### config.mk
export PLATFORM = sky130hd
export DESIGN_NAME = button_overlay
export DESIGN_NICKNAME = d
export VERILOG_FILES = /design/src/rtl/button_overlay_pkg.sv /design/src/rtl/button_overlay_press_stretch.sv /design/src/rtl/button_overlay.sv
export SDC_FILE = /design/constraint.sdc
export NUM_CORES = 1
export LEC_CHECK = 0
export BUFFER_PORTS_ARGS = -buffer_cell sky130_fd_sc_hd__buf_2
export CAP_MARGIN = 15
export CORE_ASPECT_RATIO = 1.5
export CORE_MARGIN = 2
export CORE_UTILIZATION = 46
export DETAILED_ROUTE_END_ITERATION = 8
export PLACE_DENSITY = 0.86
export SLEW_MARGIN = 20
export SYNTH_ARGS = -nofsm -noshare
export SYNTH_HDL_FRONTEND = slang
export SYNTH_SLANG_ARGS = --single-unit
### constraint.sdc
create_clock -name clk -period 2.26 [get_ports clk]
set_input_delay 0.226 -clock clk [delete_from_list [all_inputs] [get_ports clk]]
set_output_delay 0.226 -clock clk [all_outputs]
set_load 0.02 [all_outputs]
### src/rtl/button_overlay_pkg.sv
// Shared defaults and channel indices for the button sprite overlay.
package button_overlay_pkg;

    localparam int COORD_W_DEF  = 10;
    localparam int RGB_W_DEF    = 12;
    localparam int NUM_BTNS_DEF = 12;

    // Bit i set: channel i treats an all-ones pixel as transparent, else all-zeros.
    localparam logic [15:0] KEY_SEL_DEF = 16'b0000_0000_1000_0011;

    typedef enum logic [3:0] {
        BTN_A      = 4'd0,
        BTN_B      = 4'd1,
        BTN_X      = 4'd2,
        BTN_Y      = 4'd3,
        BTN_START  = 4'd4,
        BTN_L      = 4'd5,
        BTN_R      = 4'd6,
        BTN_Z      = 4'd7,
        BTN_DUP    = 4'd8,
        BTN_DDOWN  = 4'd9,
        BTN_DRIGHT = 4'd10,
        BTN_DLEFT  = 4'd11
    } btn_idx_e;

    function automatic int hold_cnt_w(input int hold_frames);
        return (hold_frames < 1) ? 1 : $clog2(hold_frames + 1);
    endfunction

endpackage

### src/rtl/button_overlay_press_stretch.sv
// One button channel: two-flop synchroniser and a frame-based hold counter
// that keeps the channel lit for HOLD_FRAMES frames after release.
module press_stretch
    import button_overlay_pkg::*;
#(
    parameter int HOLD_FRAMES = 4
) (
    input  logic clk,
    input  logic rst_n,
    input  logic frame_start,
    input  logic btn_raw,
    output logic btn_lit
);

    localparam int CNT_W = hold_cnt_w(HOLD_FRAMES);

    logic             btn_meta;
    logic             btn_sync;
    logic [CNT_W-1:0] hold_cnt;

    always_ff @(posedge clk or negedge rst_n) begin
        if (!rst_n) begin
            btn_meta <= 1'b0;
            btn_sync <= 1'b0;
            hold_cnt <= '0;
            btn_lit  <= 1'b0;
        end else begin
            btn_meta <= btn_raw;
            btn_sync <= btn_meta;
            if (frame_start) begin
                if (btn_sync) begin
                    hold_cnt <= CNT_W'(HOLD_FRAMES);
                end else if (hold_cnt != '0) begin
                    hold_cnt <= hold_cnt - CNT_W'(1);
                end
            end
            // Lags the counter by one cycle so the frame_start pixel sees the old state.
            btn_lit <= (hold_cnt != '0);
        end
    end

endmodule

### src/rtl/button_overlay.sv
// Button sprite overlay: windowed ROM addressing, per-channel lit state and
// a two-stage priority compositor (lowest opaque channel wins).
module button_overlay
    import button_overlay_pkg::*;
#(
    parameter int                  NUM_BTNS    = NUM_BTNS_DEF,
    parameter int                  COORD_W     = COORD_W_DEF,
    parameter int                  RGB_W       = RGB_W_DEF,
    parameter int                  HOLD_FRAMES = 4,
    parameter logic [NUM_BTNS-1:0] KEY_SEL     = NUM_BTNS'(KEY_SEL_DEF)
) (
    input  logic                      clk,
    input  logic                      rst_n,
    input  logic                      frame_start,
    input  logic [COORD_W-1:0]        x,
    input  logic [COORD_W-1:0]        y,
    input  logic [COORD_W-1:0]        x_pos,
    input  logic [COORD_W-1:0]        y_pos,
    input  logic [COORD_W-1:0]        size_x,
    input  logic [COORD_W-1:0]        size_y,
    input  logic [NUM_BTNS-1:0]       btn_raw,
    input  logic [NUM_BTNS*RGB_W-1:0] rom_rgb,
    output logic [COORD_W-1:0]        row,
    output logic [COORD_W-1:0]        col,
    output logic [NUM_BTNS-1:0]       btn_lit,
    output logic                      overlay_on,
    output logic [RGB_W-1:0]          overlay_rgb
);

    function automatic logic is_key(input logic [RGB_W-1:0] pix, input logic key_ones);
        return key_ones ? (&pix) : ~(|pix);
    endfunction

    logic [COORD_W:0]     x_end;
    logic [COORD_W:0]     y_end;
    logic                 in_win_p0;
    logic                 in_win_p1;
    logic                 vld_p1;
    logic [NUM_BTNS-1:0]  opaque;
    logic                 any_opaque;
    logic [RGB_W-1:0]     win_rgb;

    for (genvar i = 0; i < NUM_BTNS; i++) begin : g_btn
        press_stretch #(
            .HOLD_FRAMES(HOLD_FRAMES)
        ) u_stretch (
            .clk        (clk),
            .rst_n      (rst_n),
            .frame_start(frame_start),
            .btn_raw    (btn_raw[i]),
            .btn_lit    (btn_lit[i])
        );
    end

    assign row = y - y_pos;
    assign col = x - x_pos;

    // Window end computed one bit wider so a window running off the right/bottom clips instead of wrapping.
    assign x_end     = {1'b0, x_pos} + {1'b0, size_x};
    assign y_end     = {1'b0, y_pos} + {1'b0, size_y};
    assign in_win_p0 = (x >= x_pos) && ({1'b0, x} < x_end) &&
                       (y >= y_pos) && ({1'b0, y} < y_end);

    // ---- stage 1: window flag travels alongside the ROM read ----
    always_ff @(posedge clk or negedge rst_n) begin
        if (!rst_n) begin
            in_win_p1 <= 1'b0;
            vld_p1    <= 1'b0;
        end else begin
            in_win_p1 <= in_win_p0;
            vld_p1    <= 1'b1;
        end
    end

    always_comb begin
        opaque = '0;
        for (int i = 0; i < NUM_BTNS; i++) begin
            opaque[i] = btn_lit[i] && !is_key(rom_rgb[i*RGB_W +: RGB_W], KEY_SEL[i]);
        end
    end

    always_comb begin
        any_opaque = 1'b0;
        win_rgb    = '0;
        for (int i = NUM_BTNS - 1; i >= 0; i--) begin
            if (opaque[i]) begin
                any_opaque = 1'b1;
                win_rgb    = rom_rgb[i*RGB_W +: RGB_W];
            end
        end
    end

    // ---- stage 2: composite and register outputs ----
    always_ff @(posedge clk or negedge rst_n) begin
        if (!rst_n) begin
            overlay_on  <= 1'b0;
            overlay_rgb <= '0;
        end else begin
            overlay_on  <= vld_p1 && in_win_p1 && any_opaque;
            overlay_rgb <= (vld_p1 && in_win_p1 && any_opaque) ? win_rgb : '0;
        end
    end

endmodule

# Word-level counts from Yosys, hierarchy flattened
# Cells that the tools add are included.
op_classes:
  n_addsub: 16
  magnitude_cmp: 4
  mux: 49
  reduce_logical: 68
op_table:
  columns: ["cell", "n"]
  rows:
  - ["2-to-1 mux 12 bit", 13]
  - ["OR reduction 12 bit", 9]
  - ["2-to-1 mux 3 bit", 24]
  - ["AND reduction 12 bit", 3]
  - ["nonzero test 3 bit", 12]
  - ["subtractor 3 x 1 -> 3 bit (second input constant)", 12]
  - ["AND reduction 2 bit", 12]
  - ["nonzero test 2 bit", 12]
  - ["adder 10 x 10 -> 11 bit", 2]
  - ["< comparator 10 x 11 -> 1 bit", 2]
  - ["greater-or-equal comparator 10 bit", 2]
  - ["subtractor 10 bit", 2]
  - ["logical AND 1 bit", 17]
  - ["2-to-1 mux 1 bit", 12]
  - ["logical NOT 1 bit", 3]
totals:
  register_bits: 87
  input_bits: 219
  elab_cells: 189

# Longest topological paths before layout
logic_depth:
  word_depth: 16
  mapped_depth: 15

# Modules after synthesis
# From an unflattened synthesis, not the netlist that was laid out.
unflattened:
  hier_cells: 820
  hier_area_um2: 7330.8
by_module_without_submodules:
  columns: ["mod", "instances", "cells_each", "area_each_um2"]
  rows:
  - ["button_overlay", 1, 580, 4192.8]
  - ["press_stretch", 12, 20, 261.5]

# Worst setup path after synthesis
# Ideal clock, no wire load.
synth_timing:
  kind: "input-to-reg"
  startpoint: "input port y_pos[0]"
  endpoint: "register in_win_p1"
  setup_time_ns: 0.101
  arrival_ns: 2.829
  required_ns: 2.159
  path_slack_ns: -0.670
  path_stages: 15
  cell_sequence: "ha_1 -> fa_1 -> a21oi_1 -> o21bai_1 -> a211oi_1 -> nor2_1 -> o21a_1 -> nor2_1 -> xor2_1 -> ha_1 -> a2111oi_0 -> nand2_1 -> a31oi_1 -> a311oi_1 -> nor4_1"
synth_between:
  elab_chain_len: 3
  word_cells_on_any_way: 5
  classes_between: "1 x add/sub; 2 x order compare; 2 x reduce/logical"
synth_lines:
  columns: ["element", "line", "source"]
  rows:
  - ["start, declared", "button_overlay.sv:18", "input logic [COORD_W-1:0] y_pos,"]
  - ["adder 10 x 10 -> 11 bit or greater-or-equal comparator 10 bit (tied branches)", "button_overlay.sv:60, button_overlay.sv:62", null]
  - ["< comparator 10 x 11 -> 1 bit or logical AND 1 bit (tied branches)", "button_overlay.sv:62, button_overlay.sv:61", null]
  - ["logical AND 1 bit (*)", "button_overlay.sv:62", "(y >= y_pos) && ({1'b0, y} < y_end);"]
  - ["net in_win_p0", "button_overlay.sv:36", "logic in_win_p0;"]
  - ["end signal, assigned", "button_overlay.sv:70", "in_win_p1 <= in_win_p0;"]
  - ["end, declared", "button_overlay.sv:37", "logic in_win_p1;"]
# Mark *: on every way through the listed nets, which the timed path passes. The rest lies on a longest branch.
# A chain may end at the register's enable or synchronous reset.

# Worst setup path in the final report
layout_timing:
  startpoint: "input port y_pos[1]"
  endpoint: "register in_win_p1"
# The elaborated chain is that of the path after synthesis.

==> flow_summary.toml <==
[placed_design]
numPortBuffers = 263
gp_congestion = 0.993
dp.cells = 1502
place_hpwl_um = 21200

[power_and_ir_drop]
power_mw = 8.49
powerDensity_mw_per_mm2 = 772
p_switching_mw = 3.60
p_clk_share_pct = 18.1
max-vdd-ir-drop_v = 0.000447
swShare_pct = 42.4
power.internal_mw = 4.89
cellLeakagePower_nw = 5.42
p_comb_share_pct = 54.7
pwr-share-seq_pct = 27.2

[critical_path]
startpoint_type = "input pin"
r2r_end = "overlay_rgb[2]"
cp_max_fo = 2
r2r_setup_slack_ns = 0.17
critPathKind = "input pin to flop"
crit_required_ns = 2.50
setup.worst_path.start = "y_pos[1]"
worstPathArrival_ns = 3.05
endpoint_kind = "flop"
reg2reg_from = "g_btn[7].u_stretch.btn_lit"
crit_end = "in_win_p1"
rr_worst_depth = 7

[min_path]
hold_path.class = "input pin to flop"

[timing]
whs_ns = 0.0225
drv_slew = 0
hold_viol_final = 0
fin_crit_ns = 2.80
setup_viol = 2
period_share_pct = 124
rsz0062_at_grt = "true"
fmax_ghz = 0.357
fin_worst_skew_ns = 0.00962
worst_pin_slew_ns = 0.736
layout_setup_ws_ns = -0.542
max_slew_margin_pct = 50.9

[grt]
grt-ovfl-total = 0
antenna_found_initial = 0
grt_pass1_wl_um = 42000
track_usage_pct = 30.5
grt_max_degree = 48
grt_pass1_vias = 9138

[synth]
ys.flop_type = "dfrtp_1"
synth_cells = 889
yosysWarningCount = 0
syn_area_per_cell_um2 = 8.30
synth_edf_count = 0
synthArstFlopShare_pct = 100
yosys_register_bits = 87
ys_types = 77
syn-cell-area_mm2 = 0.00738
seq_area_frac_synth_pct = 29.5
syn_nets = 1194

[detailed_routing]
drc = 0
wl_per_cell_um = 17.9
drt_wl_total_um = 27500
via_count = 8884
ant_nets = 0
vias_per_cell = 5.78
dr.pass1.iters = 5
drt-initial-drc-count = 659

[finish]
drive_gt1_share_pct = 40.7
final_common_cell = "buf_2"
finalNetCount = 1635
n_fill_cell = 1163
antenna_cells = 0
fin_cells = 1538
final_cell_mix = "buf_2 (253), buf_4 (191), nand2_1 (119)"
area_delta_synth_final_pct = 49.2

[clocking]
numCtsBuffers = 9
h-tree-depth = 3
clkTransAtPathRegs_ns = 0.07
clock_path_buffers = 2
cts_sinks = 87
cts_tree = "yes"
cts-root-buf = "clkbuf_16"
clock_latency_ns = 0.34

[outcome]
violations = "setup timing"
status = "finished, violations left"

[floorplan]
io_pins = 264
die-area_mm2 = 0.0171
die_x_um = 107
rows = 56
die_y_um = 159
start_util_pct = 47.0
core_area_mm2 = 0.0157

[run]
max-cap-violations = 0
==> what timing repair did <==
action | CTS | global route
pin swaps | 19 | 23
resized for setup | 40 | 39
buffers inserted | 3 | 5
endpoints found under the hold margin | 52 | 0
setup endpoints to repair | 11 | 21
hold buffers | 12 | 0
==> worst max-delay path, stage by stage <==
cell and delay [ns]:
buf_6 0.10, ha_1 0.28, a21o_1 0.17, a21oi_2 0.19
o21bai_1 0.11, a2111o_1 0.39, a31o_2 0.25, a21oi_2 0.15
xor2_1 0.10, ha_1 0.24, a2111oi_4 0.32, nand2_1 0.08
a31oi_1 0.18, a311oi_2 0.09, nor4_4 0.15
==> layer usage <==
| layer | share of wire [%] | global-route usage (%) | wire [µm] |
|---|---|---|---|
| met1 | 34 | 30.0 | 9410 |
| met2 | 51 | 55.8 | 14100 |
| met3 | 7.2 | 5.85 | 1990 |
| met4 | 7.6 | 21.4 | 2090 |
| met5 | 0 | 0 | 0 |
==> Yosys cell counts, types with 7 or more instances <==
master	instances	share of area (%)
a21boi_0	7	0.71
a21o_1	7	0.71
a21oi_1	46	3.1
a221oi_1	10	1.2
a31oi_1	9	0.76
buf_4	12	1.2
clkbuf_1	17	0.86
dfrtp_1	87	30
ha_1	82	14
inv_1	70	3.6
nand2_1	119	6.1
nand2b_1	14	1.2
nand3_1	23	1.6
nand4_1	16	1.4
nor2_1	53	2.7
nor2b_1	16	1.4
nor3_1	15	1.0
nor3b_1	13	1.3
nor4_1	9	0.76
o21a_1	8	0.81
o21ai_0	65	4.4
o22ai_1	25	2.1
o31ai_1	10	1.0
or4_1	21	2.1
xnor2_1	11	1.3
xor2_1	13	1.5
==> power groups by stage <==
stage	Sequential (mW)	Clock, mW	Combinational [mW]
after floorplan	2.24	0	2.79
after global placement	2.30	0	4.16
after detailed placement	2.31	0	4.33
after CTS	2.29	1.57	4.47
after global routing	2.36	1.63	5.15
final	2.31	1.54	4.65
==> stage by stage <==
stage / TNS (ns) / utilization, % / instance area (µm²) / setup WS, ns
floorplan: -0.544 / - / 7400 / -0.544
global placement: -4.98 / 64.9 / 10200 / -0.876
detailed placement: -5.75 / 64.9 / 10200 / -1.03
CTS: -0.496 / 68.7 / 10800 / -0.448
global route: -0.889 / 70.1 / 11000 / -0.694
finish: -0.558 / 70.1 / 11000 / -0.542
==> kinds of logic (layout without fill, tap and decap cells) <==
family | count (synthesis) | in the layout | synth area share (%)
muxes | 2 | 2 | 0.288
DFF | 87 | 87 | 29.5
xor gates and xnor gates | 24 | 24 | 2.85
and+or+nand+nor | 327 | 327 | 22.4
other | 1 | 1 | 0.0508
adders and majority gates | 86 | 86 | 15.0
AOI/OAI and AO/OA | 255 | 255 | 23.8
buffers and inverters | 107 | 553 | 6.16
==> flip-flops by register name, indices dropped and copies added (netlist names) <==
signal and cells:
g_btn.u_stretch.btn_lit 12, g_btn.u_stretch.btn_meta 12, g_btn.u_stretch.btn_sync 12, g_btn.u_stretch.hold_cnt 36, in_win_p1 1, overlay_on 1
overlay_rgb 12, vld_p1 1
==> cell type report <==
class	count	area, µm²	share of cell area (%)
clock inverters	6	72.6	0.659
flip-flops and latches	87	2180	19.8
repair buffers	465	2930	26.6
inverters	72	275	2.50
well taps	203	254	2.31
multi-input cells	695	5060	46.0
clock buffers	10	239	2.17
==> worst min-delay path by stage <==
stage / cells past startpoint / slack, ns / to / from
after floorplan: 0 / -0.07 / g_btn[0].u_stretch.btn_lit / rst_n
after CTS: 1 / 0.007 / g_btn[8].u_stretch.btn_meta / btn_raw[8]
after global placement: 1 / 0.25 / overlay_rgb[10] / rst_n
after detailed placement: 1 / 0.25 / overlay_rgb[4] / rst_n
final: 1 / 0.02 / g_btn[8].u_stretch.btn_meta / btn_raw[8]
after global routing: 1 / 0.007 / g_btn[8].u_stretch.btn_meta / btn_raw[8]
(Power assumes the default switching activity.)
